File: src/rtl/trng_ctrl.sv
// Entropy-unit sequencer: warm-up, von-Neumann bit packing into bytes, online health tests.
// Byte valid on the edge sampling the 8th strobe; o_valid/o_data hold until i_ready, strobes dropped meanwhile.
module trng_ctrl #(
   parameter int unsigned WARMUP_CYCLES = 16,
   parameter int unsigned REP_LIMIT     = 64,
   parameter int unsigned TIMEOUT       = 1023
) (
   input  logic       i_clk,
   input  logic       i_rst_n,
   input  logic       i_start,
   output logic       o_ent_en,
   input  logic       i_ent_chain_done,
   input  logic       i_raw,
   input  logic       i_bit,
   input  logic       i_bit_valid,
   output logic [7:0] o_data,
   output logic       o_valid,
   input  logic       i_ready,
   output logic       o_busy,
   output logic [1:0] o_err,
   input  logic       i_err_clr
);

   localparam int unsigned WW = $clog2(WARMUP_CYCLES + 1);
   localparam int unsigned RW = $clog2(REP_LIMIT + 1);
   localparam int unsigned TW = $clog2(TIMEOUT + 1);

   typedef enum logic [2:0] {S_IDLE, S_WARMUP, S_COLLECT, S_HOLD, S_FAULT} state_t;

   state_t        state_q;
   logic [WW-1:0] warm_cnt_q;
   logic [RW-1:0] rep_cnt_q;
   logic [TW-1:0] to_cnt_q;
   logic [2:0]    bit_cnt_q;
   logic [6:0]    sr_q;
   logic          raw_q;
   logic [7:0]    data_q;
   logic          valid_q;
   logic          ent_en_q;
   logic          busy_q;
   logic [1:0]    err_q;

   logic [WW-1:0] warm_cnt_d;
   logic [RW-1:0] rep_cnt_d;
   logic [TW-1:0] to_cnt_d;
   logic          rep_fail;
   logic          to_fail;

   // Warm-up count starts on the first chain_done and then runs freely.
   always_comb begin
      warm_cnt_d = warm_cnt_q;
      if (i_ent_chain_done || warm_cnt_q != '0)
         warm_cnt_d = warm_cnt_q + WW'(1);
      rep_cnt_d = RW'(1);
      if (i_raw == raw_q)
         rep_cnt_d = (rep_cnt_q == RW'(REP_LIMIT)) ? rep_cnt_q : rep_cnt_q + RW'(1);
      to_cnt_d = i_bit_valid ? '0 : to_cnt_q + TW'(1);
      rep_fail = (rep_cnt_d == RW'(REP_LIMIT));
      to_fail  = (to_cnt_d == TW'(TIMEOUT));
   end

   always_ff @(posedge i_clk or negedge i_rst_n) begin
      if (!i_rst_n) begin
         state_q    <= S_IDLE;
         warm_cnt_q <= '0;
         rep_cnt_q  <= '0;
         to_cnt_q   <= '0;
         bit_cnt_q  <= '0;
         sr_q       <= '0;
         raw_q      <= 1'b0;
         data_q     <= '0;
         valid_q    <= 1'b0;
         ent_en_q   <= 1'b0;
         busy_q     <= 1'b0;
         err_q      <= '0;
      end else begin
         raw_q <= i_raw;
         case (state_q)
            S_IDLE: begin
               if (i_start) begin
                  state_q    <= S_WARMUP;
                  ent_en_q   <= 1'b1;
                  busy_q     <= 1'b1;
                  warm_cnt_q <= '0;
               end
            end
            S_WARMUP: begin
               if (!i_start) begin
                  state_q    <= S_IDLE;
                  ent_en_q   <= 1'b0;
                  busy_q     <= 1'b0;
                  warm_cnt_q <= '0;
               end else if (warm_cnt_d == WW'(WARMUP_CYCLES)) begin
                  state_q    <= S_COLLECT;
                  warm_cnt_q <= '0;
                  rep_cnt_q  <= RW'(1);
                  to_cnt_q   <= '0;
                  bit_cnt_q  <= '0;
                  sr_q       <= '0;
               end else begin
                  warm_cnt_q <= warm_cnt_d;
               end
            end
            S_COLLECT: begin
               // A health fault outranks both an abort and a completing byte.
               if (rep_fail || to_fail) begin
                  state_q   <= S_FAULT;
                  err_q     <= err_q | {to_fail, rep_fail};
                  ent_en_q  <= 1'b0;
                  busy_q    <= 1'b0;
                  rep_cnt_q <= '0;
                  to_cnt_q  <= '0;
                  bit_cnt_q <= '0;
                  sr_q      <= '0;
               end else if (!i_start) begin
                  state_q   <= S_IDLE;
                  ent_en_q  <= 1'b0;
                  busy_q    <= 1'b0;
                  rep_cnt_q <= '0;
                  to_cnt_q  <= '0;
                  bit_cnt_q <= '0;
                  sr_q      <= '0;
               end else begin
                  rep_cnt_q <= rep_cnt_d;
                  to_cnt_q  <= to_cnt_d;
                  if (i_bit_valid) begin
                     sr_q <= {sr_q[5:0], i_bit};
                     if (bit_cnt_q == 3'd7) begin
                        data_q    <= {sr_q, i_bit};
                        valid_q   <= 1'b1;
                        bit_cnt_q <= '0;
                        state_q   <= S_HOLD;
                     end else begin
                        bit_cnt_q <= bit_cnt_q + 3'd1;
                     end
                  end
               end
            end
            S_HOLD: begin
               if (i_ready) begin
                  valid_q <= 1'b0;
                  if (i_start) begin
                     state_q   <= S_COLLECT;
                     rep_cnt_q <= RW'(1);
                     to_cnt_q  <= '0;
                     sr_q      <= '0;
                  end else begin
                     state_q  <= S_IDLE;
                     ent_en_q <= 1'b0;
                     busy_q   <= 1'b0;
                  end
               end
            end
            S_FAULT: begin
               if (i_err_clr) begin
                  err_q   <= '0;
                  state_q <= S_IDLE;
               end
            end
            default: state_q <= S_IDLE;
         endcase
      end
   end

   assign o_ent_en = ent_en_q;
   assign o_data   = data_q;
   assign o_valid  = valid_q;
   assign o_busy   = busy_q;
   assign o_err    = err_q;

endmodule
File: config.mk
export PLATFORM = sky130hd
export DESIGN_NAME = trng_ctrl
export DESIGN_NICKNAME = d
export VERILOG_FILES = /design/src/rtl/trng_ctrl.sv
export SDC_FILE = /design/constraint.sdc
export NUM_CORES = 1
export LEC_CHECK = 0
export ABC_AREA = 1
export BUFFER_PORTS_ARGS = -buffer_cell sky130_fd_sc_hd__buf_2
export CELL_PAD_IN_SITES_DETAIL_PLACEMENT = 2
export CELL_PAD_IN_SITES_GLOBAL_PLACEMENT = 2
export CORE_MARGIN = 2
export CORE_UTILIZATION = 35
export DETAILED_ROUTE_END_ITERATION = 7
export PLACE_DENSITY = 0.81
export SYNTH_ARGS = -nofsm -noshare
export SYNTH_HDL_FRONTEND = slang
export SYNTH_SLANG_ARGS = --single-unit
File: constraint.sdc
create_clock -name i_clk -period 2.1 [get_ports i_clk]
set_clock_uncertainty 0.1 [all_clocks]
set_input_delay 0.315 -clock i_clk [delete_from_list [all_inputs] [get_ports i_clk]]
set_output_delay 0.315 -clock i_clk [all_outputs]
set_load 0.02 [all_outputs]
== Word level (Yosys, flattened, before mapping) ==
Cells that the tools add are included.
Operators by class
  add/subtract/negate cells: 4
  equality and inequality tests: 24
  muxes and demuxes: 66
  bitwise logic cells: 2
  reductions and logical operators: 19
Operator list (count)
  7-bit 2-to-1 mux: 15
  10-bit 2-to-1 mux: 7
  3-bit 2-to-1 mux: 15
  7-bit one-hot mux with 3 select lines: 2
  10-bit one-hot mux with 3 select lines: 1
  2-bit inequality test (second input constant): 11
  5-bit 2-to-1 mux: 4
  6-bit AND reduction: 3
  3-bit one-hot mux with 5 select lines: 1
  7-bit equality test (second input constant): 2
  1-bit 2-to-1 mux: 12
  10-bit by 1-bit adder with 10-bit output (second input constant): 1
  10-bit equality test (second input constant): 1
  5-bit one-hot mux with 2 select lines: 1
  5-bit AND reduction: 2
  4-bit inequality test (second input constant): 2
  1-bit one-hot mux with 4 select lines: 2
  2-bit nonzero test: 4
  7-bit by 1-bit adder with 7-bit output (second input constant): 1
  3-bit by 2-bit equality test with 1-bit output (second input constant): 2
  3-bit equality test (second input constant): 2
  2-bit 2-to-1 mux: 3
  3-bit one-hot mux with 2 select lines: 1
  3-bit AND reduction: 2
  other kinds (17): 18
Storage, ports and cells
  bits in registers: 49
  output and inout port bits: 13
  logic and storage cells: 127

== Depth between registers and ports, before layout ==
  word-level depth: 7
  depth in mapped cells: 16

== Least setup slack after synthesis ==
No wires, ideal clock.
  path type: reg-to-reg
  from: reg to_cnt_q[0]
  to: reg err_q[0], in the netlist o_err[0]
  library setup time: 0.117 ns
  arrival: 1.753 ns
  data required time: 1.883 ns
  slack: 0.130 ns
  stages on the path, launching flop included: 15
  path buffers: 0
  clock period less this slack: 1.970 ns
  path through: dfrtp_1 > ha_1 > nand2_1 > nor2_2 > a21oi_1 > nor2_2 > nand2_1 > nor2_2 > nand3_4 > nand2_2 > nor2_2 > inv_2 > nand3_2 > nand2_1 > nand2_1
On the way
  cells in the longest elaborated chain, start to end: 6
RTL lines
  start: declaration: RTL line 33  | logic [TW-1:0] to_cnt_q;
  start signal: assignment: RTL line 125  | to_cnt_q <= to_cnt_d;
  10-bit by 1-bit adder with 10-bit output: RTL line 57  | to_cnt_d = i_bit_valid ? '0 : to_cnt_q + TW'(1);
  10-bit 2-to-1 mux: RTL line 57
  10-bit equality test: RTL line 59  | to_fail = (to_cnt_d == TW'(TIMEOUT));
  1-bit logical OR: RTL line 106  | if (rep_fail || to_fail) begin
  2-bit inequality test (no source line)
  3-bit AND reduction (no source line)
  end signal: assignment: RTL line 108  | err_q <= err_q | {to_fail, rep_fail};
  end: declaration: RTL line 41  | logic [1:0] err_q;
Every way passes these cells.
A chain may end at the register's enable or synchronous reset.

== Final worst setup path ==
  from: reg rep_cnt_q[0]
  to: reg to_cnt_q[3]
On the way
  cells in the longest elaborated chain, start to end: 7
  elaborated cells between the ends (all ways): 8
RTL lines
  start: declaration: RTL line 32  | logic [RW-1:0] rep_cnt_q;
  start signal: assignment: RTL line 124  | rep_cnt_q <= rep_cnt_d;
  7-bit by 1-bit adder with 7-bit output or 7-bit equality test (tied branches): RTL line 56  | rep_cnt_d = (rep_cnt_q == RW'(REP_LIMIT)) ? rep_cnt_q : rep_cnt_q + RW'(1);
  7-bit 2-to-1 mux (*): RTL line 56
  7-bit 2-to-1 mux (*): RTL line 55  | if (i_raw == raw_q)
  7-bit equality test (*): RTL line 58  | rep_fail = (rep_cnt_d == RW'(REP_LIMIT));
  1-bit logical OR (*): RTL line 106
  10-bit 2-to-1 mux (*): RTL line 106
  10-bit one-hot mux with 3 select lines (*): RTL line 78  | case (state_q)
Every way passes the cells marked *; elsewhere a longest branch is shown, timed or not.

==> results.txt <==
WHS: 0.0364 ns
Clock latency on the worst-skew pair: 0.34 ns
CP Max Fanout: 6
Asr flop ratio synth: 100%
H-tree depth: 2
ANT nets after route: 0
Most frequent cells in the layout: 103 x nand2_1, 48 x dfrtp_1, 39 x inv_1
Io pins: 22
Die Ht: 95.5 um
Final worst path period share: 119%
WP data arrival: 2.65 ns
Capturing point of the worst reg2reg path: to_cnt_q[3]
NetSw: 1.51 mW
EDFF count, synth: 0
CP required: 2.24 ns
Cell taking the most area after synthesis: dfrtp_1
Starting density of the core: 35.9%
Vias in the first global route: 3,356
Clock share of power: 18.3%
Critical Path Sink Type: flip-flop
Worst hold path depth: 1
Die X: 95.5 um
Minimum clock period: 2.51 ns
DR iter-0 viols: 148
CP Launch Type: flip-flop
Critical path launch point: rep_cnt_q[0]
Synth top area share: 41.8%
Global-route wire length before repair: 17,300 um
Peak Freq: 399 MHz
Reg2Reg Launch Point: rep_cnt_q[0]
Total congestion overflow: 0
Crit path largest cell delay: 0.41 ns
Synth area leaders: dfrtp_1 42%, nand2_1 16%, nand3_1 7.7%, inv_1 5.4%, nor2_1 3.2%
Int Pwr: 1.91 mW
CTS tree: done
# rows: 33
Placer Congestion: 0.815
End-of-flow core utilization: 47.7%
Filler cells: 943
Non-filler cells, final: 564
Diodes inserted: 0
Largest net degree at the start of global routing: 21
Vias/cell: 5.50
Number of DRC violations after detailed routing: 0
Register-to-Register Path Depth: 12
Failing checks: negative setup slack
FF-to-FF setup slack: -0.41 ns
Met2 routed WL: 6560 um
CORE AREA: 8180 um2
Uppermost layer routed: met4
Layout cell share with drive strength beyond 1: 32.9%
Wire length on met3: 382 um
Hold Path End: raw_q
Setup ws final: -0.409 ns
Syn_area_per_cell: 7.44 um2
Final wirelength: 12,100 um
Vias: 3,104
Status: finished, violations left
Gr usage total: 25.2%
Seq cells post-synth: 49
Syn-to-layout area delta: 32.8%
Sequential cell area fraction in the yosys report: 41.8%
Sequential Power Share: 34.5%
Switch share: 44.1%
# setup viols final: 43
Worst Path Class, Setup: flip-flop to flip-flop
Commonest non-fill, non-tap cell in the layout: nand2_1
Critical path's slowest cell: dfrtp_1
Clk root buf: clkbuf_8
Initial antenna violation count: 0
Top FF cell, synth: dfrtp_1
First-pass DRT Iterations: 6
CTS max path bufs: 2
Final hold vios: 0
CP Cell Sequence: ha_2 > nand2_1 > o21ai_0 > nand3_1 > nand2_1 > nor2_4 > nand3_4 > nand3_4 > nor2_4 > inv_4 > buf_12 > o21ai_1
Die footprint: 9130 um2
M1 WL: 4830 um
P per Cell Area: 877 nW/um2
Maxcap violations: 0
Max_slew headroom: 65.2%
WL/cell: 21.5 um
CTS clock-pin slew for the worst setup and hold paths: 0.12 ns
Placed cells: 537
Worst min-delay path startpoint: i_raw
Footprint of the multi-input gates: 1760 um2
Tightest Pin Transition: 0.522 ns
Worst Hold Class: primary input to flip-flop
Leak: 1.91 nW
Worst vdd ir: 501 uV
Sink Count: 49
Final HPWL DP: 7090 um
Sequential Area: 1230 um2
Pre-CTS WS: -0.227 ns
Mapped Cells: 394
Gate power share: 47.2%
Max Slew Vio Count: 0
Synth warn: 0
Nets: 474
Port bufs: 21
Yosys cell types: 35
Mapped cell area: 2930 um2
Cts bufs inserted: 5
RSZ-0062 raised after global routing: true
Post-Syn Nets: 410
==> Yosys cell counts, types with 3 or more instances <==
cell type  instances
ha_1               7
a21oi_1            7
nand4_1           13
dfrtp_1           49
nand2_1          122
o21ai_0           11
xor2_1             5
inv_2              6
o21ai_1           13
buf_4              3
nor2_2             7
o22ai_1            4
inv_1             42
nor2_1            25
nand3_2            3
nor3_1             8
nand3_1           45
==> kinds of logic (layout without fill, tap and decap cells) <==
family	Yosys count	in the layout	share of synthesized area (%)
simple gates	234	234	37.4
fa+ha+maj	7	7	2.99
xor+xnor	6	6	2.05
compound gates	41	41	7.68
buf+inv	57	122	8.11
flops	49	49	41.8
==> state kept, by name (all words and copies together), names as in the netlist, 2 cells and up <==
signal	count
to_cnt_q	10
o_data	8
rep_cnt_q	7
sr_q	7
warm_cnt_q	5
bit_cnt_q	3
state_q	3
o_err	2
==> worst max-delay path: cells and delay by family (launching register included) <==
family          cells  cell delay, ns
flops               1            0.41
buf+inv             2            0.22
simple gates        7            0.95
compound gates      2            0.49
fa+ha+maj           1            0.24
==> per-stage QoR <==
step	instance area (um2)	power (mW)	setup TNS [ns]
6_report	3900	3.42	-9.60
5_1_grt	3900	3.64	-15.46
4_1_cts	3740	3.25	-0.201
3_5_place_dp	3320	2.46	-3.38
3_3_place_gp	3320	2.39	-0.525
2_1_floorplan	2930	1.95	0
==> worst max-delay path by stage <==
stage          cells after the start  slack [ns]     endpoint
2_1_floorplan                     14        0.13     o_err[0]
5_1_grt                           12       -0.52  to_cnt_q[3]
3_5_place_dp                      12       -0.23      sr_q[6]
3_3_place_gp                      12       -0.05      sr_q[0]
4_1_cts                           13       -0.02      sr_q[0]
6_report                          12       -0.41  to_cnt_q[3]
==> power by group through the flow <==
| stage | combinational (mW) | clock [mW] | sequential (mW) |
|---|---|---|---|
| 2_1_floorplan | 0.746 | 0 | 1.21 |
| 3_3_place_gp | 1.23 | 0 | 1.16 |
| 3_5_place_dp | 1.29 | 0 | 1.17 |
| 4_1_cts | 1.46 | 0.623 | 1.17 |
| 5_1_grt | 1.77 | 0.672 | 1.19 |
| 6_report | 1.61 | 0.627 | 1.18 |
==> layout make-up <==
type,count,area share (%)
clock buffers,5,1.77
clock inverters,3,0.642
inverters,49,4.85
multi-input cells,288,45.1
flip-flops and latches,49,31.5
well taps,105,3.37
repair buffers,65,12.8
==> routing by layer <==
layer / vias up / global-route usage [%]
met1: 1607 / 29.0
met4: 0 / 7.86
li1: 1408 / -
met5: - / 0
met3: 24 / 4.43
met2: 65 / 47.0
==> what timing repair did <==
action,4_1_cts,5_1_grt
endpoints found under the hold margin,17,0
gates resized for setup,49,35
hold buffers,1,0
pin swaps,23,19
cloned,0,0
setup endpoints to repair,38,43
setup buffers,15,3
Power figures use the tool's default switching activity.
